## src/rtl/vga_frame_monitor.sv

```systemverilog
// VGA stream checker: validates sync timing, locks onto the frame structure,
// counts clean frames and signs the visible pixels of each frame with CRC-16-CCITT.
`timescale 1ns/1ps

module vga_frame_monitor #(
   parameter int H_VISIBLE       = 640,
   parameter int H_FRONT         = 16,
   parameter int H_SYNC          = 96,
   parameter int H_BACK          = 48,
   parameter int V_VISIBLE       = 480,
   parameter int V_FRONT         = 10,
   parameter int V_SYNC          = 2,
   parameter int V_BACK          = 33,
   parameter int RGB_W           = 3,
   parameter int SYNC_ACTIVE_LOW = 1,
   parameter int FRAME_CNT_W     = 16
) (
   input  logic                   clk,
   input  logic                   reset,
   input  logic                   h_sync,
   input  logic                   v_sync,
   input  logic [RGB_W-1:0]       rgb,
   input  logic                   clr_err,
   output logic                   locked,
   output logic [FRAME_CNT_W-1:0] frame_count,
   output logic [15:0]            signature,
   output logic                   sig_valid,
   output logic                   h_err,
   output logic                   v_err,
   output logic [7:0]             err_count
);

   localparam int H_TOTAL = H_VISIBLE + H_FRONT + H_SYNC + H_BACK;
   localparam int V_TOTAL = V_VISIBLE + V_FRONT + V_SYNC + V_BACK;
   localparam int HCNT_W  = $clog2(H_TOTAL + 1);
   localparam int VCNT_W  = $clog2(V_TOTAL + 1);

   localparam logic [HCNT_W-1:0] H_LAST   = HCNT_W'(H_TOTAL - 1);
   localparam logic [HCNT_W-1:0] H_SAT    = HCNT_W'(H_TOTAL);
   localparam logic [HCNT_W-1:0] H_PULSE  = HCNT_W'(H_SYNC - 1);
   localparam logic [HCNT_W-1:0] H_VIS_LO = HCNT_W'(H_SYNC + H_BACK);
   localparam logic [HCNT_W-1:0] H_VIS_HI = HCNT_W'(H_SYNC + H_BACK + H_VISIBLE);
   localparam logic [VCNT_W-1:0] V_LAST   = VCNT_W'(V_TOTAL - 1);
   localparam logic [VCNT_W-1:0] V_SAT    = VCNT_W'(V_TOTAL);
   localparam logic [VCNT_W-1:0] V_PULSE  = VCNT_W'(V_SYNC - 1);
   localparam logic [VCNT_W-1:0] V_VIS_LO = VCNT_W'(V_SYNC + V_BACK);
   localparam logic [VCNT_W-1:0] V_VIS_HI = VCNT_W'(V_SYNC + V_BACK + V_VISIBLE);
   localparam logic [15:0]       CRC_INIT = 16'hFFFF;

   typedef enum logic [1:0] {SEARCH, ACQUIRE, LOCKED} state_t;

   function automatic logic [15:0] crc_step(input logic [15:0] crc_in,
                                            input logic [RGB_W-1:0] data);
      logic [15:0] crc;
      crc = crc_in;
      for (int i = RGB_W - 1; i >= 0; i--)
         crc = {crc[14:0], 1'b0} ^ ((crc[15] ^ data[i]) ? 16'h1021 : 16'h0000);
      return crc;
   endfunction

   state_t             state;
   logic               hs_q, hs_p, vs_q, vs_lead_q, vchk_pend;
   logic [RGB_W-1:0]   rgb_q;
   logic [HCNT_W-1:0]  hcnt;
   logic [VCNT_W-1:0]  vcnt;
   logic [15:0]        crc;
   logic               hs_norm, vs_norm, h_lead, h_trail, v_start, checking, visible;
   logic               h_fault, v_fault, err_h, err_v, err_any;

   assign hs_norm  = (SYNC_ACTIVE_LOW != 0) ? ~h_sync : h_sync;
   assign vs_norm  = (SYNC_ACTIVE_LOW != 0) ? ~v_sync : v_sync;
   assign h_lead   = hs_q & ~hs_p;
   assign h_trail  = ~hs_q & hs_p;
   assign v_start  = h_lead & vs_q & ~vs_lead_q;
   assign checking = (state != SEARCH);
   assign visible  = (hcnt >= H_VIS_LO) && (hcnt < H_VIS_HI) &&
                     (vcnt >= V_VIS_LO) && (vcnt < V_VIS_HI);
   assign err_h    = checking & h_fault;
   assign err_v    = checking & v_fault;
   assign err_any  = err_h | err_v;

   // NOTE: clocked state uses non-blocking assignments so every register samples pre-edge values.
   always_ff @(posedge clk or negedge reset) begin
      if (!reset) begin
         hs_q  <= 1'b0;
         hs_p  <= 1'b0;
         vs_q  <= 1'b0;
         rgb_q <= '0;
      end else begin
         hs_q  <= hs_norm;
         hs_p  <= hs_q;
         vs_q  <= vs_norm;
         rgb_q <= rgb;
      end
   end

   // vsync level is remembered per line so a frame starts only on its first asserted line.
   always_ff @(posedge clk or negedge reset) begin
      if (!reset) begin
         hcnt      <= '0;
         vcnt      <= '0;
         vs_lead_q <= 1'b0;
         vchk_pend <= 1'b0;
      end else begin
         if (h_lead)
            hcnt <= '0;
         else if (hcnt != H_SAT)
            hcnt <= hcnt + HCNT_W'(1);
         if (h_lead) begin
            vs_lead_q <= vs_q;
            if (v_start)
               vcnt <= '0;
            else if (vcnt != V_SAT)
               vcnt <= vcnt + VCNT_W'(1);
         end
         if (v_start)
            vchk_pend <= 1'b1;
         else if (h_lead && !vs_q)
            vchk_pend <= 1'b0;
      end
   end

   // NOTE: every output of a combinational block gets a default first, so no path can infer a latch.
   always_comb begin
      h_fault = 1'b0;
      v_fault = 1'b0;
      if (h_lead && hcnt != H_LAST)   h_fault = 1'b1;
      if (h_trail && hcnt != H_PULSE) h_fault = 1'b1;
      if (!h_lead && hcnt == H_LAST)  h_fault = 1'b1;
      if (v_start && vcnt != V_LAST)  v_fault = 1'b1;
      // vcnt still holds the previous line here, so V_SYNC-1 means the pulse was V_SYNC lines
      if (h_lead && !vs_q && vchk_pend && vcnt != V_PULSE) v_fault = 1'b1;
      if (h_lead && !v_start && vcnt == V_LAST)            v_fault = 1'b1;
   end

   always_ff @(posedge clk or negedge reset) begin
      if (!reset) begin
         state       <= SEARCH;
         crc         <= CRC_INIT;
         locked      <= 1'b0;
         frame_count <= '0;
         signature   <= '0;
         sig_valid   <= 1'b0;
      end else begin
         sig_valid <= 1'b0;
         case (state)
            SEARCH: begin
               if (v_start) begin
                  state <= ACQUIRE;
                  crc   <= CRC_INIT;
               end
            end
            ACQUIRE, LOCKED: begin
               if (err_any) begin
                  state  <= SEARCH;
                  locked <= 1'b0;
               end else if (v_start) begin
                  // any error already dropped us to SEARCH, so reaching here means a clean frame
                  state       <= LOCKED;
                  locked      <= 1'b1;
                  signature   <= crc;
                  sig_valid   <= 1'b1;
                  frame_count <= frame_count + FRAME_CNT_W'(1);
                  crc         <= CRC_INIT;
               end else if (visible) begin
                  crc <= crc_step(crc, rgb_q);
               end
            end
            default: state <= SEARCH;
         endcase
      end
   end

   // A detected error outranks a simultaneous clear.
   always_ff @(posedge clk or negedge reset) begin
      if (!reset) begin
         h_err     <= 1'b0;
         v_err     <= 1'b0;
         err_count <= '0;
      end else begin
         h_err <= err_h | (h_err & ~clr_err);
         v_err <= err_v | (v_err & ~clr_err);
         if (err_any)
            err_count <= clr_err ? 8'd1 : ((err_count == 8'hFF) ? err_count : err_count + 8'd1);
         else if (clr_err)
            err_count <= '0;
      end
   end

endmodule

```

## config.mk

```make
export PLATFORM = sky130hd
export DESIGN_NAME = vga_frame_monitor
export DESIGN_NICKNAME = d
export VERILOG_FILES = /design/src/rtl/vga_frame_monitor.sv
export SDC_FILE = /design/constraint.sdc
export NUM_CORES = 1
export LEC_CHECK = 0
export ABC_AREA = 1
export CAP_MARGIN = 20
export CORE_AREA = 5 5 97 99
export DETAILED_ROUTE_END_ITERATION = 10
export DIE_AREA = 0 0 102 104
export GPL_TIMING_DRIVEN = 1
export PLACE_DENSITY = 0.81
export SLEW_MARGIN = 10
export SYNTH_ARGS = -nofsm -noshare
export SYNTH_HDL_FRONTEND = slang
export SYNTH_SLANG_ARGS = --single-unit
```

## constraint.sdc

```tcl
create_clock -name clk -period 3.5 [get_ports clk]
set_input_delay 0.7 -clock clk [delete_from_list [all_inputs] [get_ports clk]]
set_output_delay 0.7 -clock clk [all_outputs]
set_load 0.05 [all_outputs]
```

==> flow_metrics.tcl <==
set metrics [dict create \
    multi_input_area_mm2 0.00219 \
    routed_wl_um 10100 \
    worst_pin_slew_ns 0.913 \
    finalPower_mw 3.78 \
    cp_top_family "buffers and inverters" \
    clock-root-buffer "clkbuf_8" \
    cts_buffers 9 \
    synthTopCellsByCount "nand2_1 (188), nand3_1 (79), dfrtp_1 (74)" \
    clkSlewWorstSetupHoldPaths_ns 0.09 \
    relSlewSlack_pct 39.1 \
    synth_cell_types 37 \
    grt.overflow.total 0 \
    drt_iter0_drc 271 \
    cts_tree "built" \
    antenna_found_initial 0 \
    vias 4019 \
    stdcell_count 768 \
    fin_util_pct 65.9 \
    power.leakage_nw 2.76 \
    maxCapViolCount 0 \
    ant_nets 0 \
    initial_utilization_pct 57.0 \
    cts_hold_buf 0 \
    r2r_start "vcnt[0]" \
    synthFlopType "dfrtp_1" \
    drive_gt1_share_pct 10.8 \
    dp_hpwl_um 7140 \
    place.gp.congestion 0.900 \
    synth-seq-area-share_pct 47.1 \
    cts_sinks 90 \
    max_freq_mhz 413 \
    regArea_mm2 0.00227 \
    synth_edf_count 0 \
    startpoint_type "flip-flop" \
    synthCells 604 \
    synth.area.top_cells "dfrtp_1 (38%), nand2_1 (15%), dfstp_2 (8.7%)" \
    rsz0062_at_grt "no" \
    synth_nets 621 \
    report.final.hold_viol_count 0 \
    ir_drop_v 0.000298 \
    die_y_um 104 \
    core_mm2 0.00847 \
    cp.arrival_ns 1.72 \
    finClkSkew_ns 0.0129 \
    fin_crit_ns 2.42 \
    areaGrowthSynthToFinish_pct 15.6 \
    crit_start "frame_count[9]" \
    rows 34 \
    cp.required_ns 2.80 \
    post_dp_cell_area_mm2 0.00539 \
    routed_via_density 5.23 \
    min_period_over_period_pct 69.2 \
    final_nets 672 \
    cts.path.max_buffers 2 \
    grt_pass1_vias 3933 \
    setup_tns_ns 0 \
    hold_path_class "primary input to asynchronous set/reset pin" \
    h-tree-depth 3 \
    slowest_delay_ns 0.87 \
    fillers 712 \
    dp.cells 752 \
    cts.repair.resized 0 \
    stdcell_area_mm2 0.00558 \
    clk_latency_ns 0.37 \
    drv_slew 0 \
    place_ws_ns 1.25 \
    dr.pass1.iters 5 \
    yosys.area.top_type "dfrtp_1" \
    yosysWarnings 0 \
    post_drt_wl_per_cell_um 13.1 \
    fin_ws_ns 1.08 \
    cts_setup_buffers 0 \
    endpoint_kind "output pin" \
    crit_buf_inv 1 \
    grt_use_total_pct 20.1 \
    critical_path.cell_chain "clkdlybuf4s50_1" \
    synth-seq-cells 90 \
    synth_area_mm2 0.00483 \
    portBuffers 51 \
    hold_ws_ns 0.437 \
    io_pins 52 \
    synth.top_cell.area_share_pct 38.4 \
    grt_pass1_wl_um 17600 \
    criticalPathCategory "flip-flop to output pin" \
    setup_violations 0 \
    synth.avg_cell_area_um2 7.99 \
    chipWidth_um 102 \
    drc_errors 0 \
    synth_most_common_cell "nand2_1" \
    n_antenna_cell 0 \
    grt_max_degree 75 \
    slowest_stage "clkdlybuf4s50_1" \
    async_flop_share_pct 100 \
    critPathMaxFanout 6 \
    dieArea_mm2 0.0106 \
    status "complete, no violations" \
    power_density_mw_per_mm2 677 \
]
==> registers in the layout, summed over array words and instances, names as in the netlist, 2 cells and up <==
signal / count
crc: 16
err_count: 8
vcnt: 10
signature: 16
hcnt: 10
rgb_q: 3
frame_count: 16
state: 2
==> cell families after synthesis <==
| logic type | synth area share, % |
|---|---|
| XOR/XNOR | 4.53 |
| adder cells (fa/ha/maj) | 2.33 |
| flip-flops | 47.1 |
| AND/OR/NAND/NOR | 34.1 |
| buffers and inverters | 7.57 |
| AO/OA/AOI/OAI | 4.38 |
==> cell usage in the layout (no fill, tap or decap), drive strengths merged, types with 2 or more instances in the layout <==
| cell | count |
|---|---|
| o21ai | 17 |
| xor2 | 18 |
| or2 | 6 |
| inv | 67 |
| nand3 | 80 |
| dfrtp | 74 |
| clkinvlp | 2 |
| o31ai | 3 |
| nor4 | 2 |
| xnor2 | 7 |
| dfstp | 16 |
| nor3 | 14 |
| nand2 | 205 |
| buf | 5 |
| ha | 9 |
| nor2 | 40 |
| clkinv | 4 |
| nand4 | 10 |
| a21oi | 14 |
| clkdlybuf4s50 | 50 |
| nand3b | 3 |
| clkbuf | 9 |
==> power by group <==
part	switching (mW)	total, mW	internal [mW]
clock	0.377	0.705	0.329
combinational	1.00	1.50	0.495
sequential	0.218	1.58	1.36
==> cell type report <==
cell class                 instances  share of cell area [%]
clock buffer                       9                    2.22
clock inverter                     7                    1.23
inverter                          67                    4.55
multi-input combinational        432                    39.2
sequential                        90                    40.7
tap                              108                    2.42
timing repair buffer              55                    9.64
==> path summary, 6_finish.rpt <==
path	end	slack, ns	depth (start not counted)
min reg2reg	hs_p	0.44	0
max in group asynchronous	crc[11]	2.25	2
max	frame_count[9]	1.08	1
min in group clk	hs_p	0.44	0
min	err_count[3]	0.44	1
max reg2reg	signature[10]	1.22	13
==> routing by layer <==
layer | global-route usage [%] | up-vias | wire length, µm
li1 | - | 2026 | -
met1 | 27.3 | 1886 | 4550
met2 | 32.5 | 94 | 4880
met3 | 3.62 | 13 | 524
met4 | 6.65 | 0 | 128
met5 | 0 | - | 0
No activity file was read; power rests on OpenSTA's default activity.
